### config.mk
export PLATFORM = sky130hd
export DESIGN_NAME = sk6812_rgbw_rx
export DESIGN_NICKNAME = d
export VERILOG_FILES = /design/src/rtl/sk6812_rgbw_rx.sv
export SDC_FILE = /design/constraint.sdc
export NUM_CORES = 1
export LEC_CHECK = 0
export ABC_AREA = 0
export ABC_CLOCK_PERIOD_IN_PS = 6300
export BUFFER_PORTS_ARGS = -buffer_cell sky130_fd_sc_hd__buf_2
export CAP_MARGIN = 5
export CORE_MARGIN = 8
export CORE_UTILIZATION = 44
export CTS_CLUSTER_SIZE = 16
export DETAILED_ROUTE_END_ITERATION = 6
export HOLD_SLACK_MARGIN = 0.1
export PLACE_DENSITY = 0.62
export SYNTH_ARGS = -nofsm -noshare
export SYNTH_HDL_FRONTEND = slang
export SYNTH_SLANG_ARGS = --single-unit
### constraint.sdc
create_clock -name clock -period 6.3 [get_ports clock]
set_clock_uncertainty 0.15 [all_clocks]
set_input_delay 0.315 -clock clock [delete_from_list [all_inputs] [get_ports clock]]
set_output_delay 0.315 -clock clock [all_outputs]
set_load 0.01 [all_outputs]
### src/rtl/sk6812_rgbw_rx.sv
// sk6812_rgbw_rx: decodes an SK6812 RGBW pulse-width stream into indexed RGBW pixels.
module sk6812_rgbw_rx #(
  parameter int LEDS_NUM = 3,
  parameter int CLOCK_FRQ = 50_000_000,
  localparam int LED_ADDR_WIDTH = LEDS_NUM > 1 ? $clog2(LEDS_NUM) : 1
) (
  input  logic                      clock,
  input  logic                      reset,
  input  logic                      ws_data,
  output logic [31:0]               color_rgbw,
  output logic                      color_valid,
  output logic [LED_ADDR_WIDTH-1:0] current_ledN,
  output logic                      frame_done,
  output logic                      error
);
  localparam int BIT_CYCLES = CLOCK_FRQ / 800_000;
  localparam int THRESH_CYCLES = BIT_CYCLES / 2;
  localparam int MIN_PULSE = BIT_CYCLES / 8;
  localparam int MAX_HIGH = 2 * BIT_CYCLES;
  localparam int LATCH_CYCLES = 40 * BIT_CYCLES;
  localparam int LW = $clog2(LATCH_CYCLES + 1);
  localparam int HW = $clog2(MAX_HIGH + 1);
  localparam int IW = $clog2(LEDS_NUM + 1);

  typedef enum logic [1:0] {SYNC, LOW, HIGH} state_t;

  state_t state;
  logic s0, s1, s2, rise, fall, active;
  logic [LW-1:0] lcnt;
  logic [HW-1:0] hcnt;
  logic [4:0] bcnt;
  logic [30:0] sh;
  logic [IW-1:0] idx;
  logic bit_v;
  logic [31:0] word;

  assign bit_v = hcnt >= HW'(THRESH_CYCLES);
  assign word = {sh, bit_v};

  // edge pulses are registered so the FSM sees them one clock after the synchronizer
  always_ff @(posedge clock or negedge reset) begin
    if (!reset) begin
      s0 <= 1'b0;
      s1 <= 1'b0;
      s2 <= 1'b0;
      rise <= 1'b0;
      fall <= 1'b0;
      state <= SYNC;
      lcnt <= '0;
      hcnt <= '0;
      bcnt <= '0;
      sh <= '0;
      idx <= '0;
      active <= 1'b0;
      color_rgbw <= '0;
      color_valid <= 1'b0;
      current_ledN <= '0;
      frame_done <= 1'b0;
      error <= 1'b0;
    end else begin
      s0 <= ws_data;
      s1 <= s0;
      s2 <= s1;
      rise <= s1 & ~s2;
      fall <= ~s1 & s2;
      color_valid <= 1'b0;
      frame_done <= 1'b0;
      error <= 1'b0;
      case (state)
        SYNC: begin
          if (s2) lcnt <= '0;
          else if (lcnt == LW'(LATCH_CYCLES - 1)) begin
            lcnt <= LW'(LATCH_CYCLES);
            state <= LOW;
          end else lcnt <= lcnt + 1'b1;
        end
        LOW: begin
          if (rise) begin
            state <= HIGH;
            hcnt <= HW'(1);
          end else if (lcnt == LW'(LATCH_CYCLES - 1)) begin
            lcnt <= LW'(LATCH_CYCLES);
            frame_done <= active;
            error <= bcnt != 5'd0;
            bcnt <= '0;
            idx <= '0;
            active <= 1'b0;
          end else if (lcnt != LW'(LATCH_CYCLES)) lcnt <= lcnt + 1'b1;
        end
        HIGH: begin
          if (fall) begin
            state <= LOW;
            // glitches keep the accumulated low time so they cannot postpone a latch
            if (hcnt >= HW'(MIN_PULSE)) begin
              lcnt <= '0;
              sh <= word[30:0];
              bcnt <= bcnt + 1'b1;
              active <= 1'b1;
              if (bcnt == 5'd31 && idx < IW'(LEDS_NUM)) begin
                color_rgbw <= {word[7:0], word[15:8], word[31:24], word[23:16]};
                current_ledN <= idx[LED_ADDR_WIDTH-1:0];
                color_valid <= 1'b1;
                idx <= idx + 1'b1;
              end
            end
          end else if (hcnt == HW'(MAX_HIGH)) begin
            error <= 1'b1;
            bcnt <= '0;
            idx <= '0;
            active <= 1'b0;
            lcnt <= '0;
            state <= SYNC;
          end else hcnt <= hcnt + 1'b1;
        end
        default: state <= SYNC;
      endcase
    end
  end
endmodule

==> results of run 1 <==
[stage by stage]
step / instances / total power [mW] / worst slack, ns / instance area, sq um
after floorplan: 353 / 0.6813 / 4.103 / 4462
after global placement: 518 / 0.6977 / 3.772 / 4793
after detailed placement: 518 / 0.6986 / 3.646 / 4793
after CTS: 536 / 1.098 / 3.669 / 5005
after global routing: 536 / 1.129 / 3.425 / 5005
final: 536 / 1.080 / 3.686 / 5005
[per-layer routing]
metal  wire, microns  part of all wire, %  track usage (%)
met1            3736                   47            16.26
met2            3715                   47            19.34
met3             331                  4.2            3.102
met4              85                  1.1            4.522
met5               0                    0                0
[cell usage after synthesis (2+ instances only)]
master | instances | area [sq um]
inv_1 | 10 | 37.54
nand2b_1 | 3 | 18.77
or2_2 | 2 | 12.51
a31o_2 | 2 | 17.52
o31ai_1 | 6 | 45.04
o21ai_1 | 8 | 40.04
ha_1 | 12 | 150.1
xnor2_1 | 5 | 43.79
nand4b_1 | 2 | 17.52
nor2_1 | 21 | 78.83
o21ai_0 | 16 | 80.08
nand2_1 | 22 | 82.58
or4_1 | 2 | 15.01
a22o_1 | 3 | 26.28
a31oi_1 | 2 | 12.51
and2_1 | 4 | 25.02
nor3_1 | 4 | 20.02
nor2b_1 | 5 | 31.28
a211oi_1 | 4 | 30.03
o41ai_1 | 6 | 52.55
and3_1 | 2 | 12.51
buf_2 | 7 | 35.03
a21o_1 | 2 | 15.01
nand3_1 | 12 | 60.06
dfrtp_1 | 102 | 2552
mux2_2 | 65 | 732.0
[layout make-up]
| type | count | area (sq um) |
|---|---|---|
| fill | 889 | 4815 |
| multi-input combinational | 231 | 1817 |
| timing repair buffer | 44 | 240.2 |
| inverter | 10 | 37.54 |
| tap | 133 | 166.4 |
| clock inverter | 7 | 67.56 |
| sequential | 102 | 2552 |
| clock buffer | 9 | 123.9 |
[power breakdown]
part	internal, mW	total (mW)	switching, mW
Clock	0.153	0.395	0.242
Sequential	0.657	0.661	0.00351
Combinational	0.00631	0.0244	0.0181
[cells by family after synthesis]
family	Yosys count	synth area share [%]
flip-flops	102	57.21
AND/OR/NAND/NOR	92	11.05
multiplexers	66	16.66
AO/OA/AOI/OAI	56	8.609
buffers and inverters	20	2.131
adder cells (fa/ha/maj)	12	3.365
XOR/XNOR	5	0.9814
[sequential cells by signal, indices dropped and copies added, names as in the netlist]
signal and flops:
current_ledN 2, sh 31, s1 1, error 1
state 2, hcnt 7, active 1, color_rgbw 32
color_valid 1, frame_done 1, bcnt 5, s2 1
idx 2, rise 1, fall 1, s0 1
lcnt 12
[final timing paths]
| path | end | start | depth (start not counted) | slack [ns] |
|---|---|---|---|---|
| worst max-delay path | lcnt[8]$_DFFE_PN0P_ | state[0]$_DFFE_PN0P_ | 7 | 3.69 |
| worst min-delay path | lcnt[0]$_DFFE_PN0P_ | reset | 2 | 0.21 |
| worst max register to register | lcnt[8]$_DFFE_PN0P_ | state[0]$_DFFE_PN0P_ | 7 | 3.69 |
| worst min register to register | s1$_DFF_PN0_ | s0$_DFF_PN0_ | 0 | 0.21 |
| max in group asynchronous | sh[1]$_DFFE_PN0P_ | reset | 3 | 4.53 |
| min in group clock | s1$_DFF_PN0_ | s0$_DFF_PN0_ | 0 | 0.21 |
[layout by cell type, fill, tap and decap left out, types with 3 or more instances in the layout]
cell	instances
xnor2_1	5
buf_2	38
nand3_1	12
o41ai_1	6
nor3_1	4
o21ai_1	8
ha_1	12
inv_1	10
clkbuf_8	9
mux2_2	65
o31ai_1	6
o21ai_0	16
a211oi_1	4
a22o_1	3
nor2b_1	5
nor2_1	20
buf_4	4
nand2b_1	3
dfrtp_1	102
nand2_1	22
and2_1	4
==> summary.md, run 1 <==
| Metric | Value |
|---|---|
| Async SR Flop Fraction | `100.0%` |
| CP arrival | `~2.7 ns` |
| Clock Latency Late Sink | `0.37 ns` |
| Status | `finished, final reports clean` |
| Crit-path max FO | `16` |
| Register area share after synthesis | `57.21%` |
| Synth unique cells | `50` |
| P per Cell Area | `215.8 nW/um^2` |
| Mapped Area | `4462 sq um` |
| CP peak stage delay | `0.46 ns` |
| Worst Hold Class | `input port to async pin` |
| CORE AREA | `just under 10,000 sq um` |
| Main synth FF type | `dfrtp_1` |
| Syn Inst Count | `between 300 and 400` |
| # setup viols final | `0` |
| Synth warn | `0` |
| Clock Pin Slew Worst Setup and Hold Paths | `0.10 ns` |
| Slew HR | `34.36%` |
| First-pass GRT wire length | `13,540 microns` |
| WP data required | `between 6 and 7 ns` |
| Layout cells sized above 1 | `between 30% and 40%` |
| Antenna Cells | `0` |
| Fmax | `382.6 MHz` |
| Largest net degree at the start of global routing | `just over 80` |
| Post-route ant nets | `0` |
| Longest Clk Path Bufs | `2` |
| Cell Chain, Critical Path | `inv_1 > ha_1 > nor2_1 > o21ai_0 > nand4_2 > or2_2 > o41ai_1` |
| Top-Level Pins | `40` |
| Synthesized area per cell | `12.64 sq um` |
| Inserted Clock Buffers | `9` |
| Max-Cap Viols | `0` |
| CTS Root Cell | `clkbuf_8` |
| H-tree Lvls | `3` |
| Register bit total from synthesis | `around 100` |
| Fin crit share | `between 40% and 50%` |
| Die Wd | `116.7 microns` |
| Vias/cell | `roughly 5.4` |
| Post-Syn Nets | `368` |
| WS Path Type | `register to register` |
| Worst-Margin Slew | `0.9845 ns` |
| Global-route usage over all layers | `roughly an eighth` |
| Setup repair bufs after CTS | `0` |
| Worst IR Drop VDD | `0.1050 mV` |
| Routed WL | `slightly below 8000 microns` |
| CTS tree | `built` |
| Initial Util | `45.44%` |
| Post-route DRC | `0` |
| Initial DRC count | `241` |
| Family with the most delay on the worst path | `simple AND/OR/NAND/NOR gates` |
| Port Buf Inserts | `39` |
| Grt total ovfl | `0` |
| Total number of vias | `approximately 2,900` |
| Wire per inst | `14.68 microns` |
| Fin crit period | `approximately 2.6 ns` |
| Final HPWL DP | `5420 microns` |
| Layout Utilization | `50.97%` |
| Number of global-route vias before repair | `2,823` |
| Leakage | `2.469 nW` |
| Final hold viol count | `0` |
| Die H | `116.7 microns` |
| Crit path launch type | `register` |
| Nets | `413` |
| Full die area | `13,620 sq um` |
| Hold Slack | `0.2125 ns` |
| Critical-path top delay cell | `or2_2` |
| Max-slew violation count | `0` |
| # hold bufs at CTS | `2` |
| DRT Pass-1 Iters | `4` |
| Rows | `36` |
| EDFF count, synth | `0` |
| RSZ-0062 raised after global routing | `false` |
| Post-CTS sizing | `0` |
| Initial antenna violation count | `0` |
| GP Congestion | `between 0.8 and 0.9` |
| Worst setup EP type | `register` |
| Sink Count | `102` |
| Syn-to-layout area delta | `12.17%` |
| WP buf/inv | `1` |
| Final setup TNS | `0 ns` |
(Power assumes the default switching activity.)
==> inputs of run 2 (changes only) <==
--- a/config.mk
+++ b/config.mk
@@ -6,7 +6,7 @@
 export NUM_CORES = 1
 export LEC_CHECK = 0
 export ABC_AREA = 0
-export ABC_CLOCK_PERIOD_IN_PS = 6300
+export ABC_CLOCK_PERIOD_IN_PS = 2200
 export BUFFER_PORTS_ARGS = -buffer_cell sky130_fd_sc_hd__buf_2
 export CAP_MARGIN = 5
 export CORE_MARGIN = 8
@@ -14,7 +14,7 @@
 export CTS_CLUSTER_SIZE = 16
 export DETAILED_ROUTE_END_ITERATION = 6
 export HOLD_SLACK_MARGIN = 0.1
-export PLACE_DENSITY = 0.62
+export PLACE_DENSITY = 0.64
 export SYNTH_ARGS = -nofsm -noshare
 export SYNTH_HDL_FRONTEND = slang
 export SYNTH_SLANG_ARGS = --single-unit
==> constraint.sdc (replaced) <==
create_clock -name clock -period 2.2 [get_ports clock]
set_clock_uncertainty 0.15 [all_clocks]
set_input_delay 0.11 -clock clock [delete_from_list [all_inputs] [get_ports clock]]
set_output_delay 0.11 -clock clock [all_outputs]
set_load 0.01 [all_outputs]
==> run 2 against run 1 <==
Effect of this change: the flow now finishes with violations (setup timing); sequential share of layout area decreased by 5.7 points; power increased to 2.9 times the previous value; via count increased by 6.1%; cell area increased by 13%; highest routed layer unchanged.
==> summary.md, run 2 (synthesis results as in run 1) <==
| Metric | Value |
|---|---|
| Status | `complete, but fails checks` |
| Failing checks | `setup timing` |
| Port Buf Inserts | `39 (unchanged)` |
| WS Path Type | `register to register` |
| # setup viols final | `1 (+1)` |
| Routed WL | `9190 microns (+17%)` |
| Antenna Cells | `0 (unchanged)` |
| Fmax | `451.1 MHz (+18%)` |
| Fin cells | `585 (+9.1%)` |
| Cells after DPL | `559 (+7.9%)` |
| Die H | `116.7 microns (unchanged)` |
| DRT met1 WL | `4239 microns (+13%)` |
| Fin crit period | `2.217 ns (-0.3966 ns)` |
| Vias/cell | `5.241 (-2.8%)` |
| Max-slew violation count | `0 (unchanged)` |
| Worst Hold Class | `input port to async pin` |
| Initial Util | `45.44% (unchanged)` |
| Total number of vias | `3,066 (+6.1%)` |
| CORE AREA | `9819 sq um (unchanged)` |
| Worst setup EP type | `register` |
| Crit path launch type | `register` |
| Commonest non-fill, non-tap cells in the layout | `101 x dfrtp_1, 65 x mux2_2, 43 x buf_4, 38 x buf_2, 20 x nand2_1` |
| Layout Utilization | `57.36% (+6.4 points)` |
| Global-route usage over all layers | `13.41% (+1.0 points)` |
| Worst IR Drop VDD | `0.2826 mV (+170%)` |
| Clock Pin Slew Worst Setup and Hold Paths | `0.10 ns (about the same)` |
| FILL cells | `833 (-6.3%)` |
| GP Congestion | `0.8172 (-4.9%)` |
| Commonest non-fill, non-tap cell in the layout | `dfrtp_1` |
| Full die area | `13,620 sq um (unchanged)` |
| H-tree Lvls | `3 (unchanged)` |
| Slew HR | `60.88% (+27 points)` |
| DRT Pass-1 Iters | `4 (unchanged)` |
| Grt total ovfl | `0 (unchanged)` |
| CTS Root Cell | `clkbuf_8` |
| Rows | `36 (unchanged)` |
| Final hold viol count | `0 (unchanged)` |
| Max-Cap Viols | `0 (unchanged)` |
| Sequential cell area | `2554 sq um (about the same)` |
| Nets | `463 (+12%)` |
| Top reg by flops | `color_rgbw` |
| Post-route DRC | `0 (unchanged)` |
| P per Cell Area | `547.2 nW/um^2 (+150%)` |
| Design Area, Final | `5633 sq um (+13%)` |
| Inserted Clock Buffers | `9 (unchanged)` |
| CP arrival | `2.33 ns (-0.39 ns)` |
| Wire per inst | `15.71 microns (+7.0%)` |
| Worst-Margin Slew | `0.5868 ns (-0.3977 ns)` |
| Longest Clk Path Bufs | `2 (unchanged)` |
| Met2 wire length | `4430 microns (+19%)` |
| Met3 Routed Length | `375 microns (+13%)` |
| Leakage | `2.783 nW (+13%)` |
| Clock Latency Late Sink | `0.37 ns (about the same)` |
| Post-route ant nets | `0 (unchanged)` |
| Largest net degree at the start of global routing | `47 (-43%)` |
| Layout cells sized above 1 | `46.68% (+12 points)` |
| Largest regs | `color_rgbw (32), sh (31), lcnt (12)` |
| CTS tree | `built` |
| Die Wd | `116.7 microns (unchanged)` |
| Final HPWL DP | `6007 microns (+11%)` |
| Area of the multi-input gates | `1973 sq um (+8.6%)` |
| Syn-to-layout area delta | `26.25%` |
| RSZ-0062 raised after global routing | `true` |
| Sink Count | `102 (unchanged)` |
| Number of global-route vias before repair | `3,009 (+6.6%)` |
| Crit-path max FO | `8 (-8)` |
| Initial DRC count | `162 (-33%)` |
| Initial antenna violation count | `0 (unchanged)` |
| Number of flip-flops under the largest register name | `32 (unchanged)` |
| Top-Level Pins | `40 (unchanged)` |
| DR top layer | `met4` |
| WP data required | `2.31 ns (-4.10 ns)` |
| Worst Setup Slack, final | `-0.01703 ns (-3.703 ns)` |
| First-pass GRT wire length | `14,450 microns (+6.7%)` |
| Dpl cell area | `5139 sq um (+7.2%)` |
| Fin crit share | `100.8% (+59 points)` |
[run 2: area by class of cell]
class / instances / share of cell area (%)
Clock buffer: 9 / 2.199
Timing Repair Buffer: 94 / 12.77
Clock inverter: 6 / 1.044
Tap cell: 133 / 2.954
Sequential cell: 102 / 45.34
Multi-Input combinational cell: 231 / 35.03
Inverter: 10 / 0.6664
[run 2: worst max-delay path: stages, from the launching register on]
cell     delay, ns
dfrtp_1       0.41
inv_1         0.06
ha_1          0.13
or4bb_1       0.47
or4_4         0.44
nand4_4       0.15
buf_6         0.14
o21ai_1       0.08
o41ai_2       0.07
[run 2: metal layers]
metal / up-vias / GRT usage [%]
met3: 12 / 2.585
met2: 53 / 21.52
met5: - / 0
met4: 0 / 5.887
met1: 1537 / 17.26
li1: 1464 / -
[run 2: worst paths after layout]
path                       slack, ns                         to  depth (start not counted)                start
hold reg to reg                 0.21               s1$_DFF_PN0_                          0         s0$_DFF_PN0_
min in group clock              0.21               s1$_DFF_PN0_                          0         s0$_DFF_PN0_
max in group asynchronous       1.16  color_rgbw[7]$_DFFE_PN0P_                          3                reset
hold / removal                  0.14        bcnt[4]$_DFFE_PN0P_                          2                reset
setup reg to reg               -0.02        lcnt[8]$_DFFE_PN0P_                          8  lcnt[0]$_DFFE_PN0P_
setup / recovery               -0.02        lcnt[8]$_DFFE_PN0P_                          8  lcnt[0]$_DFFE_PN0P_
[run 2: per-stage QoR]
step	setup TNS, ns	setup slack [ns]	hold slack [ns]	total power [mW]
floorplan	0	0.002768	-0.3356	1.951
global placement	-0.1138	-0.02243	0.007161	2.015
detailed placement	-0.6846	-0.1046	0.01279	2.016
CTS	-0.07970	-0.02550	0.1430	3.117
global route	-0.9195	-0.1021	0.1793	3.221
finish	-0.01703	-0.01703	0.1365	3.082
[run 2: power breakdown]
group	leakage [nW]	switching, mW	internal, mW
Combinational	1.28	0.0601	0.0350
Clock	0.0886	0.671	0.425
Sequential	1.41	0.00931	1.88
Total	2.78	0.740	2.34
[run 2: repair_timing]
action                     in CTS  in global routing
gates cloned                    0                  5
setup endpoints to repair      14                 79
setup buffers                   2                  2
gates resized for setup        12                 28
hold endpoints to repair      103                  0
hold buffers                    2                  0
pin swaps                       2                  6
